`src/rtl/miriscv_sw_ctrl.sv`:
```
`default_nettype none
// ============================================================================
//  Module   : miriscv_sw_ctrl
//  Brief    : Memory-mapped board-switch peripheral with sync, optional
//             debounce (SW_DEBOUNCE_EN), sticky change bits and an IRQ handshake.
//  Revision : 1.0 - initial release
// ============================================================================
module miriscv_sw_ctrl #(
    parameter int SW_WIDTH        = 16,
    parameter int DEBOUNCE_CYCLES = 4
) (
    input  logic                clk_i,
    input  logic                rst_i,
    input  logic [SW_WIDTH-1:0] sw_i,
    input  logic                req_i,
    input  logic                we_i,
    input  logic [3:0]          addr_i,
    input  logic [31:0]         wdata_i,
    output logic [31:0]         rdata_o,
    output logic                int_req_o,
    input  logic                int_fin_i
);

    localparam logic [3:0] c_ADDR_VAL = 4'h0;
    localparam logic [3:0] c_ADDR_CHG = 4'h4;
    localparam logic [3:0] c_ADDR_EN  = 4'h8;
    localparam logic [3:0] c_ADDR_RAW = 4'hC;

    typedef enum logic [1:0] {
        ST_IDLE = 2'd0,
        ST_REQ  = 2'd1,
        ST_DONE = 2'd2
    } state_t;

    logic [SW_WIDTH-1:0] r_s1;
    logic [SW_WIDTH-1:0] r_s2;
    logic [SW_WIDTH-1:0] r_sw_val;
    logic [SW_WIDTH-1:0] r_chg;
    logic                r_irq_en;
    state_t              r_state;

    logic [SW_WIDTH-1:0] w_sw_val_next;
    logic [SW_WIDTH-1:0] w_w1c_mask;
    logic [SW_WIDTH-1:0] w_chg_next;
    logic [31:0]         w_rdata;
    logic                w_wr;
    logic                w_rd;
    logic                w_unused;

    assign w_unused = ^{1'b0, wdata_i, 32'(DEBOUNCE_CYCLES)};

    always_ff @(posedge clk_i) begin
        if (rst_i) begin
            r_s1 <= '0;
            r_s2 <= '0;
        end else begin
            r_s1 <= sw_i;
            r_s2 <= r_s1;
        end
    end

`ifdef SW_DEBOUNCE_EN
    localparam int c_CNT_W = (DEBOUNCE_CYCLES > 1) ? $clog2(DEBOUNCE_CYCLES) : 1;
    localparam logic [c_CNT_W-1:0] c_CNT_MAX = c_CNT_W'(DEBOUNCE_CYCLES - 1);

    logic [SW_WIDTH-1:0] r_cand;
    logic [c_CNT_W-1:0]  r_cnt;

    // Counter saturates at its terminal value, so a stable input keeps committing.
    always_ff @(posedge clk_i) begin
        if (rst_i) begin
            r_cand <= '0;
            r_cnt  <= '0;
        end else if (r_s2 != r_cand) begin
            r_cand <= r_s2;
            r_cnt  <= '0;
        end else if (r_cnt != c_CNT_MAX) begin
            r_cnt  <= r_cnt + 1'b1;
        end
    end

    always_comb begin
        w_sw_val_next = r_sw_val;
        if ((r_s2 == r_cand) && (r_cnt == c_CNT_MAX)) begin
            w_sw_val_next = r_cand;
        end
    end
`else
    assign w_sw_val_next = r_s2;
`endif

    assign w_wr       = req_i & we_i;
    assign w_rd       = req_i & ~we_i;
    assign w_w1c_mask = (w_wr && (addr_i == c_ADDR_CHG)) ? wdata_i[SW_WIDTH-1:0] : '0;
    // Newly changed bits are OR-ed in after the clear, so a same-cycle set wins.
    assign w_chg_next = (r_chg & ~w_w1c_mask) | (r_sw_val ^ w_sw_val_next);

    always_comb begin
        w_rdata = '0;
        case (addr_i)
            c_ADDR_VAL: w_rdata = 32'(r_sw_val);
            c_ADDR_CHG: w_rdata = 32'(r_chg);
            c_ADDR_EN:  w_rdata = {31'd0, r_irq_en};
            c_ADDR_RAW: w_rdata = 32'(r_s2);
            default:    w_rdata = '0;
        endcase
    end

    always_ff @(posedge clk_i) begin
        if (rst_i) begin
            r_sw_val <= '0;
            r_chg    <= '0;
            r_irq_en <= 1'b0;
            rdata_o  <= '0;
        end else begin
            r_sw_val <= w_sw_val_next;
            r_chg    <= w_chg_next;
            if (w_wr && (addr_i == c_ADDR_EN)) begin
                r_irq_en <= wdata_i[0];
            end
            if (w_rd) begin
                rdata_o <= w_rdata;
            end
        end
    end

    // Once raised, the request is held until the core acknowledges it.
    always_ff @(posedge clk_i) begin
        if (rst_i) begin
            r_state   <= ST_IDLE;
            int_req_o <= 1'b0;
        end else begin
            case (r_state)
                ST_IDLE: begin
                    if (r_irq_en && (r_chg != '0)) begin
                        r_state   <= ST_REQ;
                        int_req_o <= 1'b1;
                    end
                end
                ST_REQ: begin
                    if (int_fin_i) begin
                        r_state   <= ST_DONE;
                        int_req_o <= 1'b0;
                    end
                end
                ST_DONE: begin
                    r_state   <= ST_IDLE;
                    int_req_o <= 1'b0;
                end
                default: begin
                    r_state   <= ST_IDLE;
                    int_req_o <= 1'b0;
                end
            endcase
        end
    end

endmodule
`default_nettype wire

```
`config.mk`:
```
export PLATFORM = sky130hd
export DESIGN_NAME = miriscv_sw_ctrl
export DESIGN_NICKNAME = d
export VERILOG_FILES = /design/src/rtl/miriscv_sw_ctrl.sv
export SDC_FILE = /design/constraint.sdc
export NUM_CORES = 1
export LEC_CHECK = 0
export CORE_AREA = 2 2 91 93
export DETAILED_ROUTE_END_ITERATION = 10
export DIE_AREA = 0 0 93 95
export PLACE_DENSITY = 0.72
export REMOVE_ABC_BUFFERS = 1
export SLEW_MARGIN = 20
export SYNTH_ARGS = -nofsm -noshare
export SYNTH_HDL_FRONTEND = slang
export SYNTH_SLANG_ARGS = --single-unit
export TNS_END_PERCENT = 20
```
`constraint.sdc`:
```
create_clock -name clk_i -period 1.2 [get_ports clk_i]
set_clock_uncertainty 0.05 [all_clocks]
set_input_delay 0.18 -clock clk_i [delete_from_list [all_inputs] [get_ports clk_i]]
set_output_delay 0.18 -clock clk_i [all_outputs]
set_load 0.005 [all_outputs]
```
==> impl_metrics.sql <==
INSERT INTO impl_metrics (metric_group, metric, value, unit) VALUES
('power', 'p_comb_share', '8.9', '%'),
('die', 'core_region_area', '7930', 'um2'),
('clock_tree', 'cts-hold-fix-buffers', '0', ''),
('detailed_routing', 'post-route-drc-count', '0', ''),
('sta', 'post-route-period-util', '105', '%'),
('yosys', 'synthAdderAreaFrac', '0', '%'),
('die', 'rows', '33', ''),
('power', 'pwr-share-clk', '42.5', '%'),
('sta', 'fin_hold_ws', '0.219', 'ns'),
('outcome', 'run_status', 'finished, violations left', ''),
('sta', 'setup_ws', '-0.0653', 'ns'),
('outcome', 'violations', 'setup timing', ''),
('setup_path', 'crit_buf_inv', '1', ''),
('die', 'floorplan.die_area', '8840', 'um2'),
('setup_path', 'critical_path.reg2reg.startpoint', 'r_chg[3]$_SDFF_PP0_', ''),
('power', 'pwr-share-seq', '48.6', '%'),
('setup_path', 'crit_path_top_delay_cell', 'sky130_fd_sc_hd__dfxtp_2', ''),
('clock_tree', 'worst_setup_hold_path_clk_slew', '0.08', 'ns'),
('global_routing', 'global_route.usage.total', '16.0', '%'),
('sta', 'timing.final.max_slew_violations', '0', ''),
('hold_path', 'worstHoldStart', 'rst_i', ''),
('power', 'sw_frac_of_total', '20.4', '%'),
('sta', 'finalSetupTns', '-0.103', 'ns'),
('setup_path', 'r2r-end', 'r_state[0]$_SDFFE_PP0P_', ''),
('clock_tree', 'max_root_sink_buffers', '2', ''),
('final_layout', 'stdcell_count', '474', ''),
('yosys', 'ys_seq_elements', '84', ''),
('sta', 'setup_viol', '2', ''),
('sta', 'clock.fmax', '0.790', 'GHz'),
('setup_path', 'critical-path-max-stage-delay', '0.34', 'ns'),
('detailed_routing', 'post_drt_wl_per_cell', '14.7', 'um'),
('place', 'dpl_cell_area', '3850', 'um2'),
('yosys', 'yosysWarningCount', '0', ''),
('setup_path', 'critical_path_required', '1.39', 'ns'),
('place', 'hpwlAfterDp', '4.51', 'mm'),
('detailed_routing', 'drt_pass1_iterations', '6', ''),
('die', 'ios', '90', ''),
('die', 'initial_utilization', '39.0', '%'),
('hold_path', 'hold_path_class', 'in2reg', ''),
('sta', 'layout_min_cycle_time', '1.27', 'ns'),
('detailed_routing', 'detailroute.via_count', '2326', ''),
('clock_tree', 'tritoncts', 'built', ''),
('power', 'power.net_switching', '1.25', 'mW'),
('power', 'p_leak', '1.69', 'nW'),
('power', 'internal_power', '4.86', 'mW'),
('power', 'total_power', '6.11', 'mW'),
('setup_path', 'critPathCapture', 'r_state[0]$_SDFFE_PP0P_', ''),
('sta', 'finalHoldViolations', '0', ''),
('yosys', 'synth-xor-area-share', '4.54', '%'),
('power', 'cellPowerDensity', '1450', 'nW/um2'),
('detailed_routing', 'drt_iter0_markers', '193', ''),
('job', 'max_cap_violations', '0', ''),
('yosys', 'synth_compound_area_share', '16.8', '%'),
('global_routing', 'largest_net_degree_at_the_start_of_global_routing', '33', ''),
('setup_path', 'worst_ep_arrival_time', '1.45', 'ns'),
('global_routing', 'grt_pass1_wl', '10.7', 'mm'),
('yosys', 'synth_top_family_by_area', 'compound AO/OA/AOI/OAI gates', ''),
('clock_tree', 'sinks_on_clock_net', '84', ''),
('yosys', 'synth.area.mux_share', '0.365', '%'),
('global_routing', 'first_global_vias', '2136', ''),
('place', 'place_congestion', '0.826', ''),
('clock_tree', 'tritoncts_buffers', '9', ''),
('setup_path', 'critPathKind', 'reg2reg', ''),
('final_layout', 'insertedDiodeCount', '0', ''),
('clock_tree', 'ctsRootBufferMaster', 'sky130_fd_sc_hd__clkbuf_8', ''),
('setup_path', 'timing.critical_path.from_type', 'flop', ''),
('yosys', 'post_synth_and_or_nand_nor_area_fraction', '14.8', '%'),
('setup_path', 'critical_path_cell_count', '4', ''),
('power', 'vdd_drop_max', '0.625', 'mV'),
('setup_path', 'reg2regPathDepth', '4', ''),
('final_layout', 'final_net_count', '421', '');
==> worst min-delay path, delay by kind of cell <==
| family | cells | cell delay (ns) |
|---|---|---|
| AND/OR/NAND/NOR | 1 | 0.06 |
| buffers and inverters | 2 | 0.32 |
==> layout make-up <==
class | count | area (um2)
Inverter | 16 | 60.1
Timing Repair Buffer | 82 | 820
Sequential cell | 84 | 1700
Clock buffer | 12 | 145
Fill cell | 709 | 3710
Tap cell | 105 | 131
Multi-Input combinational cell | 171 | 1240
Clock inverter | 4 | 120
==> logic make-up (layout without fill, tap and decap cells) <==
kind of cell	Yosys count	after routing
flip-flops	84	84
AND/OR/NAND/NOR	70	70
AO/OA/AOI/OAI	68	68
buffers and inverters	51	114
XOR/XNOR	16	16
other	1	16
multiplexers	1	1
==> power groups by stage <==
stage	logic [mW]	clock network (mW)	registers, mW
final	0.545	2.59	2.97
after global routing	0.593	2.75	2.98
after CTS	0.532	2.63	2.97
after detailed placement	0.519	0	3.03
after global placement	0.510	0	3.02
after floorplan	0.205	0	3.01
==> worst min-delay path by stage <==
stage,to,slack (ns),cells past startpoint
5_1_grt,r_s2[8]$_SDFF_PP0_,0.22,3
6_report,r_s2[12]$_SDFF_PP0_,0.22,3
3_5_place_dp,r_state[1]$_SDFFE_PP0P_,0.37,1
3_3_place_gp,r_state[1]$_SDFFE_PP0P_,0.36,1
4_1_cts,r_s2[12]$_SDFF_PP0_,0.20,3
2_1_floorplan,r_chg[0]$_SDFF_PP0_,0.20,1
==> routing by layer <==
metal  GRT usage [%]  routed length (um)
met1            20.7                3250
met2            25.7                3250
met3            3.11                 372
met4            7.48                  93
met5               0                   0
==> registers in the layout, summed over array words and instances (netlist names) <==
register,count
r_chg,16
r_s1,16
r_s2,16
r_sw_val,16
rdata_o,16
r_state,2
int_req_o,1
r_irq_en,1
==> cell usage in the layout (no fill, tap or decap), drive strengths merged <==
| master | count |
|---|---|
| and4 | 1 |
| dlymetal6s2s | 3 |
| nor3 | 1 |
| nand2b | 3 |
| nor4 | 4 |
| dfxtp | 84 |
| xnor2 | 16 |
| and2 | 1 |
| conb | 16 |
| nand2 | 1 |
| o31ai | 16 |
| nor3b | 1 |
| nor2b | 49 |
| inv | 16 |
| clkdlybuf4s15 | 2 |
| dlygate4sd2 | 16 |
| a222oi | 15 |
| a21oi | 17 |
| o2bb2ai | 16 |
| clkbuf | 15 |
| nor4b | 1 |
| a221oi | 1 |
| or3 | 1 |
| or4 | 1 |
| nor2 | 2 |
| bufinv | 4 |
| nand4bb | 1 |
| nand3 | 1 |
| mux2 | 1 |
| nand3b | 2 |
| buf | 25 |
| clkdlybuf4s50 | 33 |
| o21ai | 3 |
==> cells in the mapped netlist <==
master                      instances  share of area, %
sky130_fd_sc_hd__buf_2              7               1.1
sky130_fd_sc_hd__or4_1              1              0.24
sky130_fd_sc_hd__o21ai_0            3              0.49
sky130_fd_sc_hd__and4_1             1              0.28
sky130_fd_sc_hd__mux2_2             1              0.36
sky130_fd_sc_hd__dfxtp_1           84                54
sky130_fd_sc_hd__nor4b_4            1              0.77
sky130_fd_sc_hd__and2_1             1              0.20
sky130_fd_sc_hd__nand2_1            1              0.12
sky130_fd_sc_hd__buf_4             16               3.9
sky130_fd_sc_hd__buf_6              2              0.73
sky130_fd_sc_hd__nand4bb_1          1              0.36
sky130_fd_sc_hd__buf_1              1              0.12
sky130_fd_sc_hd__conb_1             1              0.12
sky130_fd_sc_hd__a221oi_1           1              0.28
sky130_fd_sc_hd__or3_1              1              0.20
sky130_fd_sc_hd__nor3b_1            1              0.24
sky130_fd_sc_hd__o31ai_1           16               3.9
sky130_fd_sc_hd__nand2b_1           3              0.61
sky130_fd_sc_hd__nor2b_1           49               9.9
sky130_fd_sc_hd__nand3b_1           2              0.49
sky130_fd_sc_hd__nor4_1             4              0.81
sky130_fd_sc_hd__a21oi_1           17               2.8
sky130_fd_sc_hd__nor3_1             1              0.16
sky130_fd_sc_hd__nor2_1             2              0.24
sky130_fd_sc_hd__xnor2_1           16               4.5
sky130_fd_sc_hd__o2bb2ai_1         16               4.5
sky130_fd_sc_hd__clkbuf_1           9               1.1
sky130_fd_sc_hd__a222oi_1          15               4.9
sky130_fd_sc_hd__nand3_1            1              0.16
sky130_fd_sc_hd__inv_1             16               1.9
==> stage by stage <==
stage,setup slack [ns],util [%]
after floorplan,-0.203,-
after global placement,-0.459,48.6
after detailed placement,-0.512,48.6
after CTS,-0.224,52.4
after global routing,-0.136,53.2
final,-0.0653,53.2
==> what timing repair did <==
item                                    in CTS  in global routing
cloned                                       0                  3
endpoints found under the hold margin        0                  0
buffers inserted                             0                  0
endpoints found under the setup margin      52                 38
resized for setup                           45                 15
pin swaps                                    2                  4
Note: power is estimated with default switching activity, not from simulation.
